## src/rtl/instr_encoder.sv

```systemverilog
// RV32I instruction encoder: packs decoded fields into 32-bit words with auto-incrementing write address.
// Optional immediate range/alignment checking is enabled by defining INSTR_ENC_IMM_CHECK_EN.
package riscv_pkg;
  localparam int XLEN = 32;

  typedef enum logic [6:0] {
    OP_LUI    = 7'b0110111,
    OP_AUIPC  = 7'b0010111,
    OP_JAL    = 7'b1101111,
    OP_JALR   = 7'b1100111,
    OP_BRANCH = 7'b1100011,
    OP_LOAD   = 7'b0000011,
    OP_STORE  = 7'b0100011,
    OP_I_TYPE = 7'b0010011,
    OP_R_TYPE = 7'b0110011
  } opcode_t;
endpackage

module instr_encoder
  import riscv_pkg::*;
#(
  parameter logic [31:0] BASE_ADDR = 32'h0000_0000,
  parameter int          DEPTH     = 1024
) (
  input  logic            clk,
  input  logic            rst_n,
  input  logic            clear,
  input  logic            in_valid,
  output logic            in_ready,
  input  opcode_t         in_opcode,
  input  logic [4:0]      in_rd,
  input  logic [4:0]      in_rs1,
  input  logic [4:0]      in_rs2,
  input  logic [2:0]      in_funct3,
  input  logic [6:0]      in_funct7,
  input  logic [XLEN-1:0] in_imm,
  output logic            out_valid,
  input  logic            out_ready,
  output logic [XLEN-1:0] out_instr,
  output logic [XLEN-1:0] out_addr,
  output logic            out_err,
  output logic [7:0]      err_count
);

  localparam logic [31:0] NOP_WORD  = 32'h0000_0013;
  localparam logic [31:0] LAST_ADDR = BASE_ADDR + 32'((DEPTH - 1) * 4);

  logic            vld_p1;
  logic [XLEN-1:0] instr_p1;
  logic [XLEN-1:0] addr_p1;
  logic            err_p1;
  logic [7:0]      err_cnt;
  logic [32:0]     enc_p0;
  logic            accept;
  logic            out_hs;

  function automatic logic [7:0] sat_inc(input logic [7:0] c);
    return (c == 8'hFF) ? c : c + 8'd1;
  endfunction

  function automatic logic [31:0] next_addr(input logic [31:0] a);
    return (a == LAST_ADDR) ? BASE_ADDR : a + 32'd4;
  endfunction

  // Returns {err, instr}; unencodable requests collapse to a NOP word.
  function automatic logic [32:0] encode(
    input opcode_t     op,
    input logic [4:0]  rd,
    input logic [4:0]  rs1,
    input logic [4:0]  rs2,
    input logic [2:0]  f3,
    input logic [6:0]  f7,
    input logic [31:0] imm
  );
    logic [31:0] w;
    logic        bad;
    w   = '0;
    bad = 1'b0;
    case (op)
      OP_R_TYPE: w = {f7, rs2, rs1, f3, rd, 7'(op)};
      OP_I_TYPE, OP_LOAD, OP_JALR: begin
        w = {imm[11:0], rs1, f3, rd, 7'(op)};
`ifdef INSTR_ENC_IMM_CHECK_EN
        bad = (imm[31:11] != {21{imm[31]}});
`endif
      end
      OP_STORE: begin
        w = {imm[11:5], rs2, rs1, f3, imm[4:0], 7'(op)};
`ifdef INSTR_ENC_IMM_CHECK_EN
        bad = (imm[31:11] != {21{imm[31]}});
`endif
      end
      OP_BRANCH: begin
        w = {imm[12], imm[10:5], rs2, rs1, f3, imm[4:1], imm[11], 7'(op)};
`ifdef INSTR_ENC_IMM_CHECK_EN
        bad = (imm[31:12] != {20{imm[31]}}) || imm[0];
`endif
      end
      OP_JAL: begin
        w = {imm[20], imm[10:1], imm[11], imm[19:12], rd, 7'(op)};
`ifdef INSTR_ENC_IMM_CHECK_EN
        bad = (imm[31:20] != {12{imm[31]}}) || imm[0];
`endif
      end
      OP_LUI, OP_AUIPC: begin
        w = {imm[31:12], rd, 7'(op)};
`ifdef INSTR_ENC_IMM_CHECK_EN
        bad = (imm[11:0] != 12'd0);
`endif
      end
      default: bad = 1'b1;
    endcase
    return bad ? {1'b1, NOP_WORD} : {1'b0, w};
  endfunction

`ifndef INSTR_ENC_IMM_CHECK_EN
  logic unused_imm_lsb;
  assign unused_imm_lsb = in_imm[0];
`endif

  assign in_ready = !vld_p1 || out_ready;
  assign accept   = in_valid && in_ready && !clear;
  assign out_hs   = vld_p1 && out_ready;

  // Stage p0 -> p1: encode and capture into the one-entry output register.
  assign enc_p0 = encode(in_opcode, in_rd, in_rs1, in_rs2, in_funct3, in_funct7, in_imm);

  always_ff @(posedge clk or negedge rst_n) begin
    if (!rst_n) begin
      vld_p1   <= 1'b0;
      instr_p1 <= '0;
      addr_p1  <= BASE_ADDR;
      err_p1   <= 1'b0;
      err_cnt  <= '0;
    end else if (clear) begin
      vld_p1  <= 1'b0;
      addr_p1 <= BASE_ADDR;
      err_cnt <= '0;
    end else begin
      if (out_hs) begin
        addr_p1 <= next_addr(addr_p1);
        if (err_p1) err_cnt <= sat_inc(err_cnt);
      end
      if (accept) begin
        vld_p1   <= 1'b1;
        instr_p1 <= enc_p0[31:0];
        err_p1   <= enc_p0[32];
      end else if (out_hs) begin
        vld_p1 <= 1'b0;
      end
    end
  end

  assign out_valid = vld_p1;
  assign out_instr = instr_p1;
  assign out_addr  = addr_p1;
  assign out_err   = err_p1;
  assign err_count = err_cnt;

endmodule

```

## config.mk

```make
export PLATFORM = sky130hd
export DESIGN_NAME = instr_encoder
export DESIGN_NICKNAME = d
export VERILOG_FILES = /design/src/rtl/instr_encoder.sv
export SDC_FILE = /design/constraint.sdc
export NUM_CORES = 1
export LEC_CHECK = 0
export CORE_ASPECT_RATIO = 0.75
export CORE_MARGIN = 10
export CORE_UTILIZATION = 50
export CTS_BUF_LIST = sky130_fd_sc_hd__clkbuf_8
export DETAILED_ROUTE_END_ITERATION = 8
export HOLD_SLACK_MARGIN = 0.05
export PLACE_DENSITY = 0.88
export SETUP_SLACK_MARGIN = 0.4
export SLEW_MARGIN = 25
export SYNTH_ARGS = -nofsm -noshare
export SYNTH_HDL_FRONTEND = slang
export SYNTH_SLANG_ARGS = --single-unit
```

## constraint.sdc

```tcl
create_clock -name clk -period 3.86 [get_ports clk]
set_input_delay 0.386 -clock clk [delete_from_list [all_inputs] [get_ports clk]]
set_output_delay 0.386 -clock clk [all_outputs]
set_load 0.02 [all_outputs]
```

Word level (Yosys, flattened, before mapping)
Cells that the tools add are included.
- register bits: 74
- latch bits: 0
- bits in writable memories: 0
- bits in read-only memories: 0
- input bits: 69
- logic and storage cells: 46
- memories kept: 0
- add/sub/neg operators: 2
- multipliers: 0
- divide/modulo/power cells: 0
- $lt $le $gt $ge: 0
- equal/unequal tests: 12
- shifts and indexed selects: 0
- muxes and demuxes: 12
- bitwise gates (word level): 1
- reduce and logical (&&, ||, !) cells: 14
- operators by type and width (kind ; count):
    case mux 32 bit (6 select lines) ; 1
    two-way mux 32 bit ; 3
    two-way mux 33 bit ; 1
    adder 32 x 3 -> 32 bit, second input constant ; 1
    equality test 32 x 12 -> 1 bit, second input constant ; 1
    two-way mux 8 bit ; 4
    equality test 7 x 6 -> 1 bit, second input constant ; 3
    equality test 7 bit, second input constant ; 3
    equality test 7 x 5 -> 1 bit, second input constant ; 2
    OR reduction 9 bit ; 1
    adder 8 x 1 -> 8 bit, second input constant ; 1
    equality test 8 bit, second input constant ; 1
    equality test 7 x 2 -> 1 bit, second input constant ; 1
    nonzero test 2 bit ; 2
    logical AND 1 bit ; 3
    two-way mux 1 bit ; 3
    AND reduction 3 bit ; 1
    nonzero test 3 bit ; 1
    OR reduction 3 bit ; 1
    zero test 1 bit ; 2
    != test 2 bit, second input constant ; 1
    AND reduction 2 bit ; 1
    OR reduction 2 bit ; 1
    logical OR 1 bit ; 1
    NOT 1 bit ; 1

Logic depth before layout (Yosys ltp)
Gate-level depths: netlist (run 1).
- depth in word-level cells: 6
- depth in mapped cells: 7

Worst setup path before layout (run 1)
Ideal clock, no wire load.
- path type: register to register
- start: reg addr_p1[2], in the netlist out_addr[2]
- end: reg addr_p1[30], in the netlist out_addr[30]
- setup time: 0.077 ns
- arrival: 2.036 ns
- path slack: 1.746 ns
- cell stages (with the launch flop): 7
- period minus slack after synthesis: 2.114 ns
- path through: dfrtp_1 > ha_1 > nor4b_1 > and4_2 > a31oi_1 > or4b_1 > o21ai_1
- word-level cells in the longest chain between the ends: 4
- elaborated cells on any way between the ends: 5
- those cells by class: add/sub (1); eq/ne (1); mux (3)
- ends and longest elaborated chain (what ; line ; source):
    start: declaration ; 50 ; logic [XLEN-1:0] addr_p1;
    start signal: assignment ; 141 ; addr_p1 <= next_addr(addr_p1);
    adder 32 x 3 -> 32 bit or equality test 32 x 12 -> 1 bit (tied branches) ; 62 ; return (a == LAST_ADDR) ? BASE_ADDR : a + 32'd4;
    two-way mux 32 bit (*) ; 62 ;
    two-way mux 32 bit (*) ; 140 ; if (out_hs) begin
    two-way mux 32 bit (*) ; 135 ; end else if (clear) begin
Mark *: on every way between the ends. The rest lies on a longest branch, timed or not. The select of a mux whose other input is x is not followed.
A chain may end at the register's enable or synchronous reset.

Worst setup path after layout (run 1)
- start: reg addr_p1[6], in the netlist out_addr[6]
- end: reg addr_p1[17], in the netlist out_addr[17]
The elaborated chain is that of the path after synthesis.

==> results.py, run 1 <==
metrics = {
    "route": {
        "met2WireLength_mm": 6.292,
        "vias_per_cell": 6.032,
        "detail_route.first_pass.iterations": 8,
        "wirelength_mm": 13.35,
        "detail_route.wl_per_cell_microns": 20.05,
        "drt-initial-drc-count": 312,
        "dr.max_layer_used": "met4",
        "detailroute.via_count": 4017,
        "postRouteAntennaNets": 0,
        "routed-wl-met3_mm": 1.174,
        "drt-met1-wl_mm": 5.552,
        "drc": 0,
    },
    "floorplanning": {
        "die_area_sq_mm": 0.01186,
        "initial_utilization": 0.5250,
        "pin_count": 144,
        "floorplan.core_area_sq_mm": 0.007500,
        "die_extent_in_y_microns": 96.85,
        "die-width_microns": 122.5,
        "rows": 27,
    },
    "power": {
        "netSwitchingFraction": 0.2421,
        "pwr-share-seq": 0.422,
        "internal_power_uw": 1450,
        "powerDensity_mw_per_mm2": 336.6,
        "vdd_drop_max_v": 0.0002065,
        "clockPowerShare": 0.413,
        "pwr-share-comb": 0.165,
        "total_switching_power_uw": 463.1,
        "p_leak_uw": 0.002248,
    },
    "synth": {
        "synth_area_leader_cell": "dfrtp_1",
        "yosys.area_share.simple": 0.2628,
        "synth-compound-area-share": 0.1792,
        "yosys_synthesis_warning_count": 0,
        "postSynthRegisterBits": 72,
        "synth_enable_flop_cells": 0,
        "dominantRegCellSynth": "dfrtp_1",
        "synth.cell_area_sq_mm": 0.003938,
        "synth_xor_xnor_area_share": 0.04894,
        "synthesis.instances": 423,
        "synth.top_cells.by_area": "dfrtp_1, nor2_1, a221oi_1",
        "synth_top_cells_by_count": "nor2_1, dfrtp_1, nand2_1",
        "yosys.cell_count.top_type": "nor2_1",
        "yosys.area_share.adder": 0.009533,
        "yosys.area.top_type_share": 0.4576,
        "synth_area_per_cell_sq_um": 9.309,
        "seq_area_frac_synth": 0.4576,
        "ys_async_sr_fraction": 1.000,
        "synthDistinctLibCells": 63,
        "synthMuxAreaShare": 0.007944,
        "synth_top_family_by_area": "simple AND/OR/NAND/NOR gates",
    },
    "worst_hold_path": {
        "holdCritPathClass": "input pin to asynchronous set/reset pin",
    },
    "layout": {
        "antenna_cells": 0,
        "areaGrowthSynthToFinish_pct": 44.33,
        "final_layout_size_suffix_gt1_frac": 0.06726,
        "layout.filler_cells": 584,
        "fin_nets": 633,
        "finish.cell_count_without_fillers": 666,
    },
    "timing": {
        "slew_headroom": 0.3425,
        "final.min_clock_period_ps": 2559,
        "final.period_utilization": 0.6631,
        "max_freq_mhz": 390.7,
        "tns_ps": 0,
        "grt_setup_unrepaired": "no",
        "report.final.setup_viol": 0,
        "drv_slew": 0,
        "transition_time_at_the_pin_with_the_least_slew_margin_ps": 983.7,
        "final.setup_skew_ps": 7.540,
        "finalHoldViolations": 0,
    },
    "outcome": {
        "run_status": "complete, no violations",
    },
    "grt": {
        "overflow": 0,
        "grt_pass1_wl_mm": 21.00,
        "pin_count_of_the_biggest_net_entering_global_routing": 38,
        "grt_usage": 0.2189,
        "antenna_violations_before_repair": 0,
        "first_global_vias": 3958,
    },
    "critical_path": {
        "cp_max_fo": 19,
        "critPathCapture": "out_addr[17]",
        "critPathSlowestCell": "a41o_1",
        "crit_required_ps": 4090,
        "reg2regPathDepth": 5,
        "critPathArrivalTime_ps": 2790,
        "crit_family": "compound AO/OA/AOI/OAI gates",
        "slowest_stage_delay_cp_ps": 720,
        "path_depth": 5,
        "rr_startpoint": "out_addr[6]",
        "crit_chain": "nand4_2, nor2_1, a41o_1, o2bb2ai_1, a22o_1",
        "timing.rr.end": "out_addr[17]",
        "endpoint_kind": "register",
        "crit_type": "register to register",
        "critPathLaunch": "out_addr[6]",
        "critical_path_buf_inv_count": 0,
        "rrSetupSlack_ps": 1300,
        "worst_setup_path_start_kind": "register",
    },
    "placed_design": {
        "dp.final_hpwl_mm": 10.26,
        "post-place-cells": 651,
        "gp_congestion": 0.9480,
        "buffer_ports.inserted": 141,
    },
    "job": {
        "max_cap_viol_count": 0,
    },
    "clock_tree": {
        "cts_resized": 0,
        "post_cts_buffers": 0,
        "cts-hold-fix-buffers": 0,
        "clockBufferDepth": 2,
        "tritoncts.num_buffers": 9,
        "cts.root.buffer_cell": "clkbuf_8",
        "cts_num_sinks": 72,
        "worstSkewPairLatency_ps": 340,
        "htreeDepth": 3,
        "tritoncts": "built",
        "worst_setup_hold_path_clk_slew_ps": 70,
    },
}
## metal layers
metal  GRT usage  up-vias
li1            -     1841
met2      0.3448      219
met1      0.2778     1932
met5           0        -
met4     0.07989        0
met3     0.06257       25
## worst min-delay path by stage
| stage | startpoint | to | slack, ps |
|---|---|---|---|
| final | rst_n | out_addr[5] | 130 |
| after detailed placement | out_instr[0] | out_instr[0] | 460 |
| after floorplan | rst_n | err_count[0] | 90 |
| after global placement | out_instr[0] | out_instr[0] | 450 |
| after global routing | rst_n | out_addr[4] | 190 |
| after CTS | rst_n | out_addr[4] | 150 |
## sequential cells by signal, summed over array words and instances, names as in the netlist
register / flops
err_count: 8
out_addr: 30
out_err: 1
out_instr: 32
out_valid: 1
## layout by cell type, fill, tap and decap left out, drive strengths merged, types with 4 or more instances in the layout
cell,synthesis,layout
nand2b,7,7
xnor2,7,7
a31oi,7,7
and4,6,6
o21ai,18,18
buf,9,7
inv,6,6
o2bb2ai,7,7
nand2,40,40
o31ai,4,4
a222oi,4,4
clkdlybuf4s50,0,140
or3,4,4
xor2,15,15
nor2b,6,6
a21oi,13,13
a221oi,19,19
clkbuf,12,10
a22o,4,4
nor3,7,7
and3,4,4
nand3,19,19
bufinv,0,4
dfrtp,72,72
nand4,12,12
nor2,74,74
and2,5,5
nor4,5,5
## final cells by class
cell class,count,area (sq um),share of cell area
timing repair buffer,147,1451,0.2554
clock inverter,5,128.9,0.02268
inverter,6,22.52,0.003963
clock buffer,10,137.6,0.02422
tap,101,126.4,0.02224
sequential,72,1802,0.3170
multi-input combinational,325,2014,0.3545
## through the flow
stage / hold slack, ps / cell area [sq um] / utilization / worst slack [ps] / total power [uW]
6_report: 132.3 / 5683 / 0.7578 / 1301 / 1913
5_1_grt: 188.5 / 5683 / 0.7578 / 1114 / 1985
3_3_place_gp: 450.4 / 5416 / 0.7222 / 1143 / 1128
4_1_cts: 148.0 / 5683 / 0.7578 / 1337 / 1930
3_5_place_dp: 460.6 / 5416 / 0.7222 / 1034 / 1137
2_1_floorplan: 90.41 / 3941 / - / 1746 / 951.6
## cells by family after synthesis
group | Yosys count
XOR/XNOR | 22
other | 1
flip-flops | 72
AND/OR/NAND/NOR | 203
AO/OA/AOI/OAI | 92
multiplexers | 3
adder cells (fa/ha/maj) | 3
buffers and inverters | 27
## power groups by stage
stage	Combinational [uW]	Sequential (uW)	Clock [uW]
2_1_floorplan	90.2	861	0
3_3_place_gp	308	820	0
3_5_place_dp	315	822	0
4_1_cts	316	807	806
5_1_grt	338	811	835
6_report	315	808	791
Note: power is estimated with default switching activity, not from simulation.
==> inputs of run 2 (changes only) <==
--- a/config.mk
+++ b/config.mk
@@ -7,11 +7,11 @@
 export LEC_CHECK = 0
 export CORE_ASPECT_RATIO = 0.75
 export CORE_MARGIN = 10
-export CORE_UTILIZATION = 50
+export CORE_UTILIZATION = 42
 export CTS_BUF_LIST = sky130_fd_sc_hd__clkbuf_8
 export DETAILED_ROUTE_END_ITERATION = 8
 export HOLD_SLACK_MARGIN = 0.05
-export PLACE_DENSITY = 0.88
+export PLACE_DENSITY = 0.79
 export SETUP_SLACK_MARGIN = 0.4
 export SLEW_MARGIN = 25
 export SYNTH_ARGS = -nofsm -noshare
==> constraint.sdc (replaced) <==
create_clock -name clk -period 2.1 [get_ports clk]
set_input_delay 0.21 -clock clk [delete_from_list [all_inputs] [get_ports clk]]
set_output_delay 0.21 -clock clk [all_outputs]
set_load 0.02 [all_outputs]
==> run 2 against run 1 <==
  * Maximum frequency is 30% higher
  * First-iteration DRC count is 24% higher
  * Die area is 15% higher
  * Routed wire length is 8.6% higher
  * Sequential share of layout area is 3.6 points lower
  * Combinational power is 110% higher
  * Core utilization is 4.4 points lower
  * Global-route usage is 1.7 points lower
  * Clock skew is 1.2 ps higher
  * Critical endpoint unchanged
==> results.py, run 2 (synthesized netlist as in run 1, its figures left out) <==
metrics = {
    "critical_path": {
        "cp_max_fo": 5,
        "crit_family": "simple AND/OR/NAND/NOR gates",
        "worst_setup_path_start_kind": "register",
        "critical_path_buf_inv_count": 1,
        "crit_chain": "or4_4, nor4_4, buf_4, a31oi_4, nor3b_1, a22o_1",
        "slowest_stage_delay_cp_ps": 540,
        "crit_required_ps": 2340,
        "critPathSlowestCell": "or4_4",
        "critPathArrivalTime_ps": 2200,
        "crit_type": "register to register",
        "endpoint_kind": "register",
    },
    "grt": {
        "first_global_vias": 4345,
        "antenna_violations_before_repair": 0,
        "grt_pass1_wl_mm": 22.93,
        "grt_usage": 0.2022,
        "overflow": 0,
        "pin_count_of_the_biggest_net_entering_global_routing": 55,
    },
    "power": {
        "vdd_drop_max_v": 0.0002712,
        "p_leak_uw": 0.002939,
        "power.total_uw": 3120,
        "powerDensity_mw_per_mm2": 481.4,
    },
    "timing": {
        "final.setup_skew_ps": 8.698,
        "final.min_clock_period_ps": 1965,
        "tns_ps": 0,
        "report.final.setup_viol": 0,
        "max_freq_mhz": 508.9,
        "final.period_utilization": 0.9357,
        "grt_setup_unrepaired": "yes",
        "drv_slew": 0,
        "hold_ws_ps": 343.4,
        "finalHoldViolations": 0,
    },
    "clock_tree": {
        "cts_num_sinks": 72,
        "worst_setup_hold_path_clk_slew_ps": 80,
        "tritoncts": "built",
        "cts.root.buffer_cell": "clkbuf_8",
        "clockBufferDepth": 2,
        "tritoncts.num_buffers": 9,
        "worstSkewPairLatency_ps": 350,
        "htreeDepth": 3,
    },
    "layout": {
        "commonest_non_fill_non_tap_cell_in_the_layout": "clkdlybuf4s50_1",
        "layout.filler_cells": 708,
        "final_layout_size_suffix_gt1_frac": 0.2448,
        "fin_nets": 688,
        "finalCoreUtilization": 0.7135,
        "multi_input_comb_area_sq_mm": 0.002318,
        "areaGrowthSynthToFinish_pct": 64.60,
        "antenna_cells": 0,
        "ff_latch_area_sq_mm": 0.001822,
        "layout_common_cells": "clkdlybuf4s50_1, nor2_1, dfrtp_1",
        "largest_register_ff_count": 32,
    },
    "floorplanning": {
        "die_area_sq_mm": 0.01369,
        "floorplan.core_area_sq_mm": 0.009084,
        "initial_utilization": 0.4335,
        "die-width_microns": 131.8,
        "die_extent_in_y_microns": 103.9,
        "pin_count": 144,
        "rows": 30,
    },
    "route": {
        "postRouteAntennaNets": 0,
        "drt-initial-drc-count": 387,
        "wirelength_mm": 14.50,
        "detailroute.via_count": 4221,
        "detail_route.first_pass.iterations": 6,
        "vias_per_cell": 5.636,
        "detail_route.wl_per_cell_microns": 19.36,
        "drc": 0,
    },
    "placed_design": {
        "buffer_ports.inserted": 141,
        "gp_congestion": 0.9486,
        "dp.final_hpwl_mm": 10.50,
    },
    "worst_hold_path": {
        "holdCritPathClass": "input pin to register",
    },
    "outcome": {
        "run_status": "complete, no violations",
    },
    "job": {
        "max_cap_viol_count": 0,
    },
}
-- run 2: cell count changes in the layout (fill, tap and decap cells not counted), moves of 4 or more --
cell / previous run / this run
dfrtp_1: 72 / 56
clkdlybuf4s50_1: 140 / 112
nor2_1: 74 / 59
dlymetal6s2s_1: 0 / 25
buf_6: 0 / 8
a21oi_1: 11 / 7
bufinv_16: 4 / 0
nor2_4: 0 / 5
dfrtp_2: 0 / 16
nor2_2: 0 / 10
buf_4: 6 / 48
-- run 2: path summary, 6_finish.rpt --
kind	startpoint	to	slack, ps	cells past startpoint
setup / recovery	out_addr[20]	out_addr[17]	130	6
hold / removal	in_opcode[3]	out_instr[3]	340	4
setup reg to reg	out_addr[20]	out_addr[17]	130	6
hold reg to reg	out_instr[1]	out_instr[1]	470	1
max in group asynchronous	rst_n	out_addr[25]	1070	3
min in group asynchronous	rst_n	out_addr[10]	360	2
-- run 2: worst register-to-register path, stage by stage, from the launching register on --
cell	delay (ps)
dfrtp_2	410
or4_4	540
nor4_4	230
buf_4	190
a31oi_4	130
nor3b_1	180
a22o_1	180
-- run 2: final cells by class --
type                       count  area share
clock inverter                 7    0.007529
clock buffer                   9     0.01911
multi-input combinational    326      0.3577
inverter                       6    0.003475
sequential                    72      0.2811
timing repair buffer         201      0.3064
tap                          128     0.02471
-- run 2: power breakdown --
group,internal (uW),switching (uW)
sequential,1450,36.1
combinational,332,325
clock,428,553
total,2210,914
-- run 2: per-layer routing --
| layer | vias up | GRT usage | part of all wire |
|---|---|---|---|
| met5 | - | 0 | 0 |
| met4 | 0 | 0.05784 | 0.015 |
| met3 | 15 | 0.04392 | 0.060 |
| met2 | 160 | 0.3252 | 0.48 |
| met1 | 2096 | 0.2671 | 0.44 |
| li1 | 1950 | - | - |
-- run 2: through the flow --
step	worst slack, ps	cell area, sq um	instances
after floorplan	77.08	3971	424
after global placement	60.24	5744	711
after detailed placement	-45.57	5744	711
after CTS	196.9	6182	744
after global routing	62.13	6481	749
final	134.9	6481	749
-- run 2: what timing repair did --
item | in CTS | in global routing
setup buffers | 14 | 5
resized for setup | 40 | 72
pin swaps | 30 | 17
endpoints found under the setup margin | 52 | 81
hold endpoints to repair | 18 | 0
hold buffers | 1 | 0
cloned | 2 | 0
